$ cat src/rtl/key_step_pkg.sv
// Shared types, direction constants and FSM encoding for the key step encoder.
package key_step_pkg;

    typedef logic [2:0] step_t;

    localparam logic DIR_UP   = 1'b1;
    localparam logic DIR_DOWN = 1'b0;

    typedef enum logic {
        IDLE = 1'b0,
        PEND = 1'b1
    } state_t;

    function automatic step_t popcount4(input logic [3:0] v);
        step_t acc;
        acc = 3'd0;
        for (int i = 0; i < 4; i++) begin
            acc = acc + {2'b00, v[i]};
        end
        return acc;
    endfunction

endpackage

$ cat src/rtl/key_step_encoder_if.sv
// Step command channel: valid/ready handshake plus the drop indication.
interface key_step_encoder_if;
    import key_step_pkg::*;

    logic  cmd_valid;
    logic  cmd_ready;
    logic  cmd_dir;
    step_t cmd_step;
    logic  cmd_dropped;

    modport master (output cmd_valid, output cmd_dir, output cmd_step,
                    output cmd_dropped, input cmd_ready);
    modport slave  (input cmd_valid, input cmd_dir, input cmd_step,
                    input cmd_dropped, output cmd_ready);
endinterface

$ cat src/rtl/key_debounce.sv
// Two-flop synchroniser plus stability counter for one active-low key.
module key_debounce #(
    parameter int DEBOUNCE_CYCLES = 1000000
) (
    input  logic clk,
    input  logic rst_n,
    input  logic key_raw,
    output logic level,
    output logic fall_strobe
);
    localparam int CW = $clog2(DEBOUNCE_CYCLES) + 1;
    localparam logic [CW-1:0] CNT_LAST = CW'(DEBOUNCE_CYCLES - 1);

    logic          sync1_q, sync2_q;
    logic          level_q, level_d;
    logic          strobe_q, strobe_d;
    logic [CW-1:0] cnt_q, cnt_d;

    // Count consecutive disagreeing cycles; accept the new level on the last one.
    always_comb begin
        level_d  = level_q;
        strobe_d = 1'b0;
        cnt_d    = {CW{1'b0}};
        if (sync2_q != level_q) begin
            if (cnt_q >= CNT_LAST) begin
                level_d  = sync2_q;
                strobe_d = ~sync2_q;
            end else begin
                cnt_d = cnt_q + {{(CW-1){1'b0}}, 1'b1};
            end
        end else begin
            cnt_d = {CW{1'b0}};
        end
    end

    // Synchroniser and debounce state registers.
    always_ff @(posedge clk) begin
        if (!rst_n) begin
            sync1_q  <= 1'b1;
            sync2_q  <= 1'b1;
            level_q  <= 1'b1;
            strobe_q <= 1'b0;
            cnt_q    <= {CW{1'b0}};
        end else begin
            sync1_q  <= key_raw;
            sync2_q  <= sync1_q;
            level_q  <= level_d;
            strobe_q <= strobe_d;
            cnt_q    <= cnt_d;
        end
    end

    assign level       = level_q;
    assign fall_strobe = strobe_q;
endmodule

$ cat src/rtl/key_step_encoder.sv
// Key front end: debounced presses become single valid/ready step commands.
// Optional auto-repeat while a key is held: define KEY_STEP_AUTOREPEAT_EN.
module key_step_encoder
    import key_step_pkg::*;
#(
    parameter int DEBOUNCE_CYCLES = 1000000
`ifdef KEY_STEP_AUTOREPEAT_EN
    , parameter int REPEAT_DELAY  = 25000000
    , parameter int REPEAT_PERIOD = 12500000
`endif
) (
    input  logic                  clk,
    input  logic                  rst_n,
    input  logic                  key0,
    input  logic                  key1,
    input  logic [3:0]            dipswitch,
    key_step_encoder_if.master    cmd
);
    logic [1:0] lvl_s, fall_s, ev_s;
    logic [3:0] dip1_q, dip2_q;
    state_t     state_q, state_d;
    logic       valid_q, dir_q, dir_d, drop_q, drop_d;
    step_t      step_q, step_d;

    key_debounce #(.DEBOUNCE_CYCLES(DEBOUNCE_CYCLES)) u_deb0 (
        .clk(clk), .rst_n(rst_n), .key_raw(key0), .level(lvl_s[0]), .fall_strobe(fall_s[0]));
    key_debounce #(.DEBOUNCE_CYCLES(DEBOUNCE_CYCLES)) u_deb1 (
        .clk(clk), .rst_n(rst_n), .key_raw(key1), .level(lvl_s[1]), .fall_strobe(fall_s[1]));

`ifdef KEY_STEP_AUTOREPEAT_EN
    localparam int RMAX = (REPEAT_DELAY > REPEAT_PERIOD) ? REPEAT_DELAY : REPEAT_PERIOD;
    localparam int RW   = $clog2(RMAX) + 1;
    localparam logic [RW-1:0] DELAY_LAST  = RW'(REPEAT_DELAY - 1);
    localparam logic [RW-1:0] PERIOD_LAST = RW'(REPEAT_PERIOD - 1);

    logic [RW-1:0] rpt_cnt_q [2];
    logic [RW-1:0] rpt_cnt_d [2];
    logic [1:0]    rpt_first_q, rpt_first_d, rpt_fire_q, rpt_fire_d;

    // Cycles since the last press or repeat; the first interval uses the longer delay.
    always_comb begin
        for (int k = 0; k < 2; k++) begin
            rpt_cnt_d[k]   = rpt_cnt_q[k];
            rpt_first_d[k] = rpt_first_q[k];
            rpt_fire_d[k]  = 1'b0;
            if (lvl_s[k]) begin
                rpt_cnt_d[k]   = {RW{1'b0}};
                rpt_first_d[k] = 1'b1;
            end else if (fall_s[k]) begin
                rpt_cnt_d[k]   = {{(RW-1){1'b0}}, 1'b1};
                rpt_first_d[k] = 1'b1;
            end else if (rpt_cnt_q[k] >= (rpt_first_q[k] ? DELAY_LAST : PERIOD_LAST)) begin
                rpt_cnt_d[k]   = {RW{1'b0}};
                rpt_first_d[k] = 1'b0;
                rpt_fire_d[k]  = 1'b1;
            end else begin
                rpt_cnt_d[k] = rpt_cnt_q[k] + {{(RW-1){1'b0}}, 1'b1};
            end
        end
    end

    // Auto-repeat timing registers.
    always_ff @(posedge clk) begin
        if (!rst_n) begin
            for (int k = 0; k < 2; k++) begin
                rpt_cnt_q[k] <= {RW{1'b0}};
            end
            rpt_first_q <= 2'b11;
            rpt_fire_q  <= 2'b00;
        end else begin
            for (int k = 0; k < 2; k++) begin
                rpt_cnt_q[k] <= rpt_cnt_d[k];
            end
            rpt_first_q <= rpt_first_d;
            rpt_fire_q  <= rpt_fire_d;
        end
    end

    assign ev_s = fall_s | rpt_fire_q;
`else
    assign ev_s = fall_s;
`endif

    // Single-slot command FSM; key0 has priority, anything that cannot be held is dropped.
    always_comb begin
        state_d = state_q;
        dir_d   = dir_q;
        step_d  = step_q;
        drop_d  = 1'b0;
        case (state_q)
            IDLE: begin
                if (ev_s[0]) begin
                    state_d = PEND;
                    dir_d   = DIR_UP;
                    step_d  = popcount4(dip2_q);
                    drop_d  = ev_s[1];
                end else if (ev_s[1]) begin
                    state_d = PEND;
                    dir_d   = DIR_DOWN;
                    step_d  = popcount4(dip2_q);
                end else begin
                    state_d = IDLE;
                end
            end
            PEND: begin
                drop_d = ev_s[0] | ev_s[1];
                if (cmd.cmd_ready) begin
                    state_d = IDLE;
                end else begin
                    state_d = PEND;
                end
            end
            default: state_d = IDLE;
        endcase
    end

    // FSM state, output registers and dipswitch synchroniser.
    always_ff @(posedge clk) begin
        if (!rst_n) begin
            state_q <= IDLE;
            valid_q <= 1'b0;
            dir_q   <= 1'b0;
            step_q  <= 3'd0;
            drop_q  <= 1'b0;
            dip1_q  <= 4'b1111;
            dip2_q  <= 4'b1111;
        end else begin
            state_q <= state_d;
            valid_q <= (state_d == PEND);
            dir_q   <= dir_d;
            step_q  <= step_d;
            drop_q  <= drop_d;
            dip1_q  <= dipswitch;
            dip2_q  <= dip1_q;
        end
    end

    assign cmd.cmd_valid   = valid_q;
    assign cmd.cmd_dir     = dir_q;
    assign cmd.cmd_step    = step_q;
    assign cmd.cmd_dropped = drop_q;
endmodule

$ cat src/flat_wrapper.sv
// flat-port wrapper written by rule: the top's interface ports become plain ports
module key_step_encoder_flat import key_step_pkg::*;
#(
    parameter int DEBOUNCE_CYCLES = 1000000

)
  (clk, rst_n, key0, key1, dipswitch, cmd_cmd_valid, cmd_cmd_dir, cmd_cmd_step, cmd_cmd_dropped, cmd_cmd_ready);
  key_step_encoder_if cmd_i ();
  input  logic clk;
  input  logic rst_n;
  input  logic key0;
  input  logic key1;
  input  logic [3:0] dipswitch;
  output wire logic [$bits(cmd_i.cmd_valid)-1:0] cmd_cmd_valid;
  output wire logic [$bits(cmd_i.cmd_dir)-1:0] cmd_cmd_dir;
  output wire logic [$bits(cmd_i.cmd_step)-1:0] cmd_cmd_step;
  output wire logic [$bits(cmd_i.cmd_dropped)-1:0] cmd_cmd_dropped;
  input wire logic [$bits(cmd_i.cmd_ready)-1:0] cmd_cmd_ready;
  assign cmd_cmd_valid = cmd_i.cmd_valid;
  assign cmd_cmd_dir = cmd_i.cmd_dir;
  assign cmd_cmd_step = cmd_i.cmd_step;
  assign cmd_cmd_dropped = cmd_i.cmd_dropped;
  assign cmd_i.cmd_ready = cmd_cmd_ready;
  key_step_encoder #(.DEBOUNCE_CYCLES(DEBOUNCE_CYCLES)) u_core (.clk(clk), .rst_n(rst_n), .key0(key0), .key1(key1), .dipswitch(dipswitch), .cmd(cmd_i));
endmodule
$ cat config.mk
export PLATFORM = sky130hd
export DESIGN_NAME = key_step_encoder_flat
export DESIGN_NICKNAME = d
export VERILOG_FILES = /design/src/rtl/key_step_pkg.sv /design/src/rtl/key_step_encoder_if.sv /design/src/rtl/key_debounce.sv /design/src/rtl/key_step_encoder.sv /design/src/flat_wrapper.sv
export SDC_FILE = /design/constraint.sdc
export NUM_CORES = 1
export LEC_CHECK = 0
export CAP_MARGIN = 25
export CORE_UTILIZATION = 35
export DETAILED_ROUTE_END_ITERATION = 16
export REMOVE_ABC_BUFFERS = 1
export SYNTH_ARGS = -nofsm -noshare
export SYNTH_HDL_FRONTEND = slang
export SYNTH_SLANG_ARGS = --single-unit
$ cat constraint.sdc
create_clock -name clk -period 1.8 [get_ports clk]
set_clock_uncertainty 0.1 [all_clocks]
set_input_delay 0.36 -clock clk [delete_from_list [all_inputs] [get_ports clk]]
set_output_delay 0.36 -clock clk [all_outputs]
set_load 0.005 [all_outputs]
# Yosys cells after proc, flatten, opt, wreduce, memory -nomap -nowiden
# Index checks and enable logic that the tools add are counted.
[op_classes] n_eq_ne=2 muxes=10 n_bitwise=7 order_cmp=2 n_reduce_logical=8 add_sub_neg=5
[ops] op="21-bit by 1-bit adder with 21-bit output (second input constant)" n=2
[ops] op="21-bit by 20-bit greater-or-equal comparator with 1-bit output (second input constant)" n=2
[ops] op="3-bit by 1-bit adder with 3-bit output" n=2
[ops] op="1-bit 2-to-1 mux" n=6
[ops] op="3-bit 2-to-1 mux" n=2
[ops] op="1-bit NOT" n=6
[ops] op="2-bit AND reduction" n=3
[ops] op="3-bit AND reduction" n=2
[ops] op="3-bit OR reduction" n=2
[ops] op="1-bit case mux with 2 select lines" n=2
[ops] op="1-bit by 1-bit adder with 2-bit output" n=1
[ops] op="1-bit != test" n=2
[ops] op="2-bit nonzero test" n=1
[ops] op="1-bit OR" n=1
[word_totals] register_bits=64 elab_cells=50

# Logic depth before layout (Yosys ltp)
[depth] ltp_word=5 ltp_mapped=7 depth_no_buf=6

# Cells and area by module
# A second synthesis with hierarchy kept.
[hier_totals] hier_cells=300 hier_area_um2=2700.1
[modules_own_cells] mod="key_debounce" cells_each=125 area_each_um2=1087.3 seq_area_each_um2=500.5 n_inst=2
[modules_own_cells] mod="key_step_encoder" cells_each=50 area_each_um2=525.5 seq_area_each_um2=280.3 n_inst=1

# Worst setup path after synthesis
# OpenSTA, ideal clock, no wires.
[synth_path] kind="register to register" startpoint="register u_core.u_deb1.cnt_q[17]" endpoint="register u_core.u_deb1.cnt_q[10]" n_path_buf=1 arrival_time_ns=1.743 setup_slack_ns=-0.157 period_less_slack_ns=1.957 stages_incl_launch_ff=7 t_required_ns=1.585 setup_ns=0.115 path_cell_list="dfxtp_1 -> nand4_1 -> or4b_1 -> a2111oi_1 -> or3_1 -> buf_6 -> nor2_1"
[synth_via] elab_chain_cells=2
[synth_lines] item="start: declaration" line_no="key_debounce.sv:17" rtl="logic [CW-1:0] cnt_q, cnt_d;"
[synth_lines] item="start signal: assignment" line_no="key_debounce.sv:43" rtl="cnt_q <= {CW{1'b0}};"
[synth_lines] item="start signal: assignment" line_no="key_debounce.sv:49" rtl="cnt_q <= cnt_d;"
[synth_lines] item="21-bit by 20-bit greater-or-equal comparator with 1-bit output" line_no="key_debounce.sv:25" rtl="if (cnt_q >= CNT_LAST) begin"
[synth_lines] item="3-bit OR reduction (no source line)"
# Every way passes these cells.
# A chain may end at the register's enable or synchronous reset.

# Worst setup path after layout
[layout_path] startpoint="register u_core.u_deb1.cnt_q[12]" endpoint="register u_core.u_deb1.cnt_q[18]"
[layout_via] elab_chain_cells=2 elab_cells_between_ends=3 cone_classes="1 x add/sub; 1 x order compare; 1 x reduce/logical"
[layout_lines] item="21-bit by 20-bit greater-or-equal comparator with 1-bit output" line_no="key_debounce.sv:25"
[layout_lines] item="3-bit OR reduction (no source line)"
# Parallel ways exist; a longest one is shown, timed or not.

==> reports/metrics.yaml <==
global_route:
  grt_pass1_wl_um: 8424
  grt_overflow: 0
  use_met1_pct: 16.41
  antenna_found_initial: 0
  grt_start_max_net_pins: 21
  grt_usage_pct: 14.27
  busiest_layer: "met2"
  grt_util_met3_pct: 4.550
  grt_pass1_vias: 1968
  grt_use_met2_pct: 24.34
logic_synthesis:
  netlist_instances: 275
  synth_area_leader_cell: "dfxtp_1"
  synthesis.yosys.warnings: 0
  synth_cell_types: 29
  ys_seq_area_share_pct: 50.39
  synth.cell_area_um2: 2542
  postSynthAreaPerCell_um2: 9.245
  ys_top_cells_by_area: "dfxtp_1, xor2_1, nor2_1"
  synth_seq_cells: 64
  yosys.area.top_type_share_pct: 50.39
sta:
  rsz0062_at_grt: "yes"
  fmax_ghz: 0.5284
  final.setup.worst_slack_ps: -92.52
  finalHoldViolations: 0
  setup_violations: 20
  finalMaxSlewViolations: 0
  hold_ws_ps: 308.1
  post-route-period-util_pct: 105.1
  min_period_ps: 1893
clock_tree:
  cts_tree: "done"
  cts_buffers: 9
  cts.sinks: 64
  cts.htree.levels: 3
  clockBufferDepth: 2
  cts.clk_slew.worst_paths_ps: 80
  clk_latency_ps: 340
  holdBufCountCts: 0
  root_buffer: "clkbuf_8"
placement:
  place_area_um2: 3127
  placed_cells: 426
  dp_hpwl_um: 3171
  place_congestion: 0.7813
  io_buffer_count: 14
floorplan:
  fp.dieH_um: 87.23
  num_rows: 30
  start_util_pct: 36.81
  io_pins: 15
  die-area_um2: 7609
  die_x_um: 87.23
  placeableCoreArea_um2: 6907
final_layout:
  fillerInstances: 662
  design_area_um2: 3513
  n_antenna_cell: 0
  seqCellArea_um2: 1291
  nets: 357
  multiInputGateArea_um2: 1336
  synthToLayoutAreaGrowth_pct: 38.19
  final_cells: 444
  drive_gt1_share_pct: 25.86
routing:
  drt_iter0_drc: 73
  routedWlPerCell_um: 10.80
  post-route-drc-count: 0
  postRouteAntennaNets: 0
  wl_um: 4797
  num_vias: 1990
  first_pass_iters: 4
  via_per_inst: 4.482
power_and_ir_drop:
  leakagePower_nw: 1.309
  powerDensity_nw_per_um2: 826.3
  peakVddDrop_mv: 0.5431
setup_path:
  cp_max_fo: 20
  crit_buf_inv: 2
  start_kind: "register"
  crit_chain: "or3_4 -> buf_4 -> nor2_4 -> a2111oi_4 -> or3_4 -> buf_12 -> nor2_1"
  worstSetupPathType: "register to register"
  crit_path_max_incr_delay_ps: 410
  arrival_ps: 2060
  crit_top_cell: "or3_4"
  slowest_stage: "or3_4"
  critPathCaptureType: "register"
  cp_top_family: "simple AND/OR/NAND/NOR gates"
  required_ps: 1970
run_status:
  status: "finished with violations"
  violations: "negative setup slack"
flow_run:
  maxCapViolCount: 0
hold_path:
  min_path_type: "register to register"
-- synth_stat cells --
master and instances:
dfxtp_1 64, nor2_1 56, xor2_1 25, nand2_1 20, nand2b_1 15, nand3_1 12, xnor2_1 12, nand4_1 11
and3_1 6, nor4_1 6, a21oi_1 5, inv_1 5, mux2i_1 5, nor3_1 5, clkbuf_1 4, ha_1 4
and4_1 3, or3_1 3, buf_6 2, o21ai_0 2, o21bai_1 2, a2111oi_1 1, a31oi_1 1, conb_1 1
fa_1 1, nor4b_1 1, o311ai_0 1, or4b_1 1, or4b_2 1
-- through the flow --
step                util, %  setup TNS (ps)  power [mW]  setup WS, ps
floorplan                 -           -9898       1.515        -335.6
global placement      45.27           -5496       1.559        -265.2
detailed placement    45.27           -6313       1.562        -303.9
CTS                   49.67           -1599       2.933        -91.70
global route          50.87           -2632       3.007        -149.0
finish                50.87           -1495       2.903        -92.52
-- logic make-up (layout without fill, tap and decap cells) --
logic type,after synthesis,after routing,synth area share [%]
buf+inv,11,83,2.214
flops,64,64,50.39
xor+xnor,37,37,12.75
other cells,1,2,0.1475
simple gates,140,140,26.82
fa+ha+maj,5,5,2.756
compound gates,12,12,2.953
mux,5,5,1.969
-- state kept, by name, summed over array words and instances, names as in the netlist, 3 cells and up --
| signal | count |
|---|---|
| u_core.cmd.cmd_step | 3 |
| u_core.dip2_q | 4 |
| u_core.u_deb0.cnt_q | 21 |
| u_core.u_deb1.cnt_q | 21 |
| u_core.dip1_q | 4 |
-- per-layer routing --
layer	part of all wire [%]	up-vias
li1	-	1057
met5	0	-
met2	50	17
met1	46	911
met3	2.5	5
met4	1.2	0
-- power breakdown --
group	leakage, nW	switching, mW	internal, mW
combinational	0.675	0.0358	0.0503
sequential	0.524	0.00998	1.44
clock	0.110	0.578	0.793
-- layout by cell type (no fill, tap or decap), drive strengths merged, types with 3 or more instances in the layout --
cell           netlist  final
or3                  3      3
nand4               11     11
clkdlybuf4s50        0     14
xor2                25     25
nand2b              15     15
nor3                 5      5
nor4                 6      6
nand2               20     20
dfxtp               64     64
and3                 6      6
xnor2               12     12
and4                 3      3
a21oi                5      5
ha                   4      4
clkbuf               4      9
nand3               12     12
nor2                56     56
inv                  5      7
buf                  2     48
mux2i                5      5
-- cell type report --
| type | count | area share [%] |
|---|---|---|
| inverters | 5 | 0.5342 |
| clock buffers | 9 | 3.526 |
| multi-input cells | 201 | 38.03 |
| well taps | 96 | 3.419 |
| flip-flops and latches | 64 | 36.75 |
| clock inverters | 7 | 2.920 |
| repair buffers | 62 | 14.81 |
-- worst paths after layout --
| kind | from | endpoint | slack, ps | cells past startpoint |
|---|---|---|---|---|
| worst max-delay path | u_core.u_deb1.cnt_q[12] | u_core.u_deb1.cnt_q[18] | -90 | 7 |
| worst min-delay path | u_core.u_deb1.sync1_q | u_core.u_deb1.sync2_q | 310 | 1 |
| worst max register to register | u_core.u_deb1.cnt_q[12] | u_core.u_deb1.cnt_q[18] | -90 | 7 |
| worst min register to register | u_core.u_deb1.sync1_q | u_core.u_deb1.sync2_q | 310 | 1 |
-- what timing repair did --
action	4_1_cts	5_1_grt
setup buffers	0	1
endpoints found under the setup margin	34	42
resized for setup	17	19
pin swaps	5	6
cloned	0	1
Note: power is estimated with default switching activity, not from simulation.
